==> config.mk <==
export PLATFORM = sky130hd
export DESIGN_NAME = apb_regfile_completer
export DESIGN_NICKNAME = d
export VERILOG_FILES = /design/src/rtl/apb_regfile_completer.sv
export SDC_FILE = /design/constraint.sdc
export NUM_CORES = 1
export LEC_CHECK = 0
export BUFFER_PORTS_ARGS = -buffer_cell sky130_fd_sc_hd__buf_4
export CORE_AREA = 4 4 239 241
export DETAILED_ROUTE_END_ITERATION = 16
export DIE_AREA = 0 0 243 245
export HOLD_SLACK_MARGIN = 0.03
export PLACE_DENSITY = 0.47
export SYNTH_ARGS = -nofsm -noshare
export SYNTH_HDL_FRONTEND = slang
export SYNTH_SLANG_ARGS = --single-unit
==> constraint.sdc <==
create_clock -name pclk -period 4.5 [get_ports pclk]
set_input_delay 0.45 -clock pclk [delete_from_list [all_inputs] [get_ports pclk]]
set_output_delay 0.45 -clock pclk [all_outputs]
set_load 0.01 [all_outputs]
==> src/rtl/apb_regfile_completer.sv <==
// APB completer exposing a bank of byte-strobed RW registers and hw_in-sourced RO registers,
// with a fixed number of wait states per access and pslverr on bad decode or RO writes.
module apb_regfile_completer #(
  parameter int                   ADDR_W      = 32,
  parameter int                   DATA_W      = 32,
  parameter int                   NUM_REGS    = 8,
  parameter int                   WAIT_STATES = 0,
  parameter logic [NUM_REGS-1:0]  RO_MASK     = '0,
  parameter logic [DATA_W-1:0]    RESET_VAL   = '0
) (
  input  logic                         pclk,
  input  logic                         reset,
  input  logic                         psel,
  input  logic                         penable,
  input  logic                         pwrite,
  input  logic [ADDR_W-1:0]            paddr,
  input  logic [DATA_W-1:0]            pwdata,
  input  logic [DATA_W/8-1:0]          pstrb,
  output logic                         pready,
  output logic [DATA_W-1:0]            prdata,
  output logic                         pslverr,
  input  logic [NUM_REGS*DATA_W-1:0]   hw_in,
  output logic [NUM_REGS*DATA_W-1:0]   reg_out
);

  localparam int                IDX_W      = $clog2(NUM_REGS);
  localparam int                NB         = DATA_W / 8;
  localparam logic [ADDR_W-1:0] ADDR_LIMIT = ADDR_W'(NUM_REGS * 4);
  localparam logic [3:0]        WAIT_INIT  = 4'(WAIT_STATES);

  typedef enum logic {IDLE, ACCESS} state_t;

  state_t              state_q;
  logic [3:0]          wcnt_q;
  logic [ADDR_W-1:0]   addr_q;
  logic                write_q;
  logic [DATA_W-1:0]   wdata_q;
  logic [NB-1:0]       strb_q;
  logic                pready_q;
  logic                pslverr_q;
  logic [DATA_W-1:0]   prdata_q;

  logic [DATA_W-1:0]   reg_arr [NUM_REGS];
  logic [DATA_W-1:0]   hw_arr  [NUM_REGS];

  logic [ADDR_W-1:0]   cur_addr;
  logic                cur_write;
  logic [IDX_W-1:0]    cur_idx;
  logic                in_range;
  logic                is_ro;
  logic                dec_err;
  logic [DATA_W-1:0]   rd_value;
  logic                commit_w;
  logic [IDX_W-1:0]    commit_idx;

  // With zero wait states the response is decided on the setup edge, before addr_q is loaded.
  always_comb begin
    cur_addr  = (state_q == IDLE) ? paddr  : addr_q;
    cur_write = (state_q == IDLE) ? pwrite : write_q;
    cur_idx   = cur_addr[2 +: IDX_W];
    in_range  = (cur_addr < ADDR_LIMIT);
    is_ro     = in_range && RO_MASK[cur_idx];
    dec_err   = (cur_addr[1:0] != 2'b00) || !in_range || (cur_write && is_ro);
    rd_value  = '0;
    if (in_range) begin
      rd_value = is_ro ? hw_arr[cur_idx] : reg_arr[cur_idx];
    end
  end

  assign commit_w   = (state_q == ACCESS) && pready_q && psel && write_q && !pslverr_q;
  assign commit_idx = addr_q[2 +: IDX_W];

  always_ff @(posedge pclk) begin
    if (reset) begin
      state_q   <= IDLE;
      wcnt_q    <= '0;
      addr_q    <= '0;
      write_q   <= 1'b0;
      wdata_q   <= '0;
      strb_q    <= '0;
      pready_q  <= 1'b0;
      pslverr_q <= 1'b0;
      prdata_q  <= '0;
    end else begin
      pready_q  <= 1'b0;
      pslverr_q <= 1'b0;
      prdata_q  <= '0;
      case (state_q)
        IDLE: begin
          if (psel && !penable) begin
            state_q <= ACCESS;
            addr_q  <= paddr;
            write_q <= pwrite;
            wdata_q <= pwdata;
            strb_q  <= pstrb;
            wcnt_q  <= WAIT_INIT;
            if (WAIT_INIT == 4'd0) begin
              pready_q  <= 1'b1;
              pslverr_q <= dec_err;
              prdata_q  <= (!cur_write && !dec_err) ? rd_value : '0;
            end
          end
        end
        ACCESS: begin
          if (!psel || pready_q) begin
            state_q <= IDLE;
          end else begin
            wcnt_q <= wcnt_q - 4'd1;
            if (wcnt_q == 4'd1) begin
              pready_q  <= 1'b1;
              pslverr_q <= dec_err;
              prdata_q  <= (!cur_write && !dec_err) ? rd_value : '0;
            end
          end
        end
        default: state_q <= IDLE;
      endcase
    end
  end

  for (genvar gi = 0; gi < NUM_REGS; gi++) begin : g_reg
    assign hw_arr[gi] = hw_in[gi*DATA_W +: DATA_W];
    if (RO_MASK[gi]) begin : g_ro
      logic [DATA_W-1:0] val_q;
      always_ff @(posedge pclk) begin
        val_q <= hw_arr[gi];
      end
      assign reg_arr[gi] = val_q;
    end else begin : g_rw
      logic [DATA_W-1:0] val_q;
      always_ff @(posedge pclk) begin
        if (reset) begin
          val_q <= RESET_VAL;
        end else if (commit_w && (commit_idx == IDX_W'(gi))) begin
          for (int b = 0; b < NB; b++) begin
            if (strb_q[b]) begin
              val_q[b*8 +: 8] <= wdata_q[b*8 +: 8];
            end
          end
        end
      end
      assign reg_arr[gi] = val_q;
    end
    assign reg_out[gi*DATA_W +: DATA_W] = reg_arr[gi];
  end

  assign pready  = pready_q;
  assign pslverr = pslverr_q;
  assign prdata  = prdata_q;

endmodule

==> implementation parameters <==
Parameter                              Value

Final layout
  Number of nets in the finished design    2513
  Area growth from synthesis to final layout    30.48%
  Share of post-route cells with drive strength above 1    22.30%

STA
  Maximum clock frequency    0.3455 GHz
  Accumulated negative setup slack    0 ns
  Count of endpoints failing hold in the final timing report    0
  Time the worst path needs with I/O delays and setup    2.895 ns
  Setup repair after global routing missed its margin    no
  Actual transition at the worst max-transition pin    1.179 ns
  Tightest slew margin relative to the limit    21.43%
  Final Max Tran Viols    0
  Worst clock skew    0.02298 ns
  Number of setup violations in the final report    0
  Crit share post-route    64.32%

Clocking
  Deepest level of the CTS H-tree    2
  Buffer depth of the longest clock path    3
  Post-CTS Hold Fix Bufs    0
  CTS root buffer    sky130_fd_sc_hd__clkbuf_16
  Clock transition time at the flip-flop clock pins of the worst setup and hold paths    0.06 ns
  TritonCTS Buffers    43
  Number of sinks on the clock net    364
  Clock tree from TritonCTS    done
  Cells resized by post-CTS repair    0
  Skew-Pair Late Insertion Delay    0.56 ns
  Post-CTS Repair Setup Buffers    0

Route
  Total DRC errors in the routed layout    0
  Routed WL    64250 um
  Final antenna-violating net count    0
  Routed via count divided by cell count    5.121
  Number of optimization iterations in the first detailed-route pass    5
  Total number of vias    14960
  Initial DRC count    1244
  Post-DR wirelength/cell    21.99 um

Floorplan
  Effective utilization at floorplan    27.55%
  Die area    0.05954 mm2
  Core Area    0.05488 mm2
  Boundary pin count    619
  Number of rows in the core area    86
  Horiz. Die Dim    243 um
  Die outline height    245 um

Power and ir drop
  Total leakage power    7.470 nW
  Total Power Consumption    0.007345 W
  Areal power density over the cells    372.4 mW/mm2
  Peak ir drop on the vdd network    235.5 uV

Worst setup path
  CP startpoint    pslverr
  Crit start category    flop
  Sort of element at the end of the critical path    flop
  CP cell instances    and4b_1 > nand4_4 > nor2_1 > nand2_1 > a21oi_1
  Cell family with the largest share of critical-path delay    simple AND/OR/NAND/NOR gates
  CP Data Arrival Time    3.36 ns
  Type of the setup path with the least slack    flop to flop
  Largest fanout of any net on the critical path    36
  Buffers and inverters on the worst path    0
  Worst flop-to-flop path startpoint    pslverr
  Endpoint required time on the critical path    4.96 ns
  Delay of the slowest critical-path stage    0.80 ns
  Critical path's slowest cell    sky130_fd_sc_hd__and4b_1

Synth
  Synth warnings    0
  Syn nets    2260
  Count of mapped cells out of synthesis    1929
  Synth cell types    41
  Cell type with the largest total area after synthesis    sky130_fd_sc_hd__dfxtp_1
  List of most frequent post-synthesis cells    sky130_fd_sc_hd__nand2_1 (594), sky130_fd_sc_hd__dfxtp_1 (364), sky130_fd_sc_hd__a21oi_1 (331)
  Count leader, synth    sky130_fd_sc_hd__nand2_1
  Number of flops mapped to enable cells by yosys    0
  Average size of a mapped cell    7.837 um2
  Synth Cell Area    0.01512 mm2
  Dominant synthesized flop cell    sky130_fd_sc_hd__dfxtp_1
  Share of Yosys cell area claimed by the top area cell type    48.20%
  Async S/R FF share, synth    0%
  Synth top area cells    sky130_fd_sc_hd__dfxtp_1 (48%), sky130_fd_sc_hd__nand2_1 (15%), sky130_fd_sc_hd__a21oi_1 (11%)
  Number of register bits inferred by synthesis    364
  Part of the Yosys area used for sequential elements    48.20%

Run
  Maximum capacitance violations    0

Global route
  Wire length of the first global-routing pass    93610 um
  Gr ovfl total    0
  Initial antenna violation count    2
  Largest net degree at the start of global routing    181
  Tot GR Track Use    20.45%
  Via count of the first global-routing pass    14210

Placement
  Routability-driven placement congestion ratio    0.8182
  Port bufs    362
  HPWL after detailed placement    44260 um

Hold path
  Hold path start    pwdata[28]
  Worst min-delay path category    input pin to flop

Run status
  Status    finished clean
logic make-up (layout without fill, tap and decap cells):
kind of cell	after synthesis	count (layout)	share of synthesized area, %
other cells	0	2	0
simple gates	722	722	20.83
xor+xnor	1	1	0.05794
flops	364	364	48.20
buf+inv	179	465	4.999
fa+ha+maj	2	2	0.1655
compound gates	594	594	21.30
mux	67	67	4.444
tightest hold or removal path, delay by kind of cell:
kind,cells,cell delay [ns]
buffers and inverters,1,0.11
AOI/OAI and AO/OA,1,0.05
and+or+nand+nor,1,0.04
layer usage:
metal	share of wire [%]	track usage [%]
met5	0.020	0
met1	47	29.64
met2	41	29.66
met4	1.7	4.210
met3	9.4	6.675
report_power, final:
group / internal (W) / leakage [nW] / total [W] / switching, W
registers: 0.00325 / 2.94 / 0.00331 / 0.0000590
logic: 0.000143 / 3.81 / 0.000439 / 0.000295
clock network: 0.00217 / 0.726 / 0.00359 / 0.00142
total: 0.00557 / 7.47 / 0.00735 / 0.00178
path summary, 6_finish.rpt:
| check | endpoint | cells past startpoint | slack (ns) |
|---|---|---|---|
| max | g_reg[7].g_rw.val_q[11] | 5 | 1.61 |
| min | wdata_q[28] | 3 | 0.13 |
| max reg2reg | g_reg[7].g_rw.val_q[11] | 5 | 1.61 |
| min reg2reg | addr_q[31] | 2 | 0.46 |
cell usage in the layout, fill, tap and decap left out, types with 10 or more instances in the layout:
cell type                     n
sky130_fd_sc_hd__a21oi_1    331
sky130_fd_sc_hd__a32oi_1     64
sky130_fd_sc_hd__and3_1      32
sky130_fd_sc_hd__buf_4      381
sky130_fd_sc_hd__clkbuf_1    10
sky130_fd_sc_hd__clkbuf_16   45
sky130_fd_sc_hd__clkbuf_8    10
sky130_fd_sc_hd__dfxtp_1    364
sky130_fd_sc_hd__mux2i_1     65
sky130_fd_sc_hd__nand2_1    593
sky130_fd_sc_hd__nor2_1      31
sky130_fd_sc_hd__o21ai_0    177
sky130_fd_sc_hd__o21ai_1     16
cell type report:
type | count | area [um2]
tap | 704 | 880.8
antenna | 2 | 5.005
fill | 5814 | 35150
clock inverter | 13 | 158.9
multi-input combinational | 1386 | 7151
sequential | 364 | 7287
timing repair buffer | 385 | 2935
inverter | 2 | 7.507
clock buffer | 65 | 1301
state kept, by name, summed over array words and instances (netlist names):
signal and flops:
addr_q 32, g.g_rw.val_q 256, pready 1, prdata 32, state_q 1, strb_q 4
pslverr 1, write_q 1, wdata_q 32, wcnt_q 4
stage by stage:
step | utilization [%] | cell area, um2 | instances | setup slack, ns | hold slack (ns)
2_1_floorplan | - | 15120 | 1929 | 2.842 | 0.4311
3_3_place_gp | 33.28 | 18260 | 2841 | 1.474 | 0.4439
3_5_place_dp | 33.28 | 18260 | 2841 | 1.426 | 0.4490
4_1_cts | 35.94 | 19720 | 2919 | 1.581 | 0.09427
5_1_grt | 35.94 | 19720 | 2919 | 1.361 | 0.1218
6_report | 35.95 | 19730 | 2921 | 1.605 | 0.1336
(Power assumes the default switching activity.)
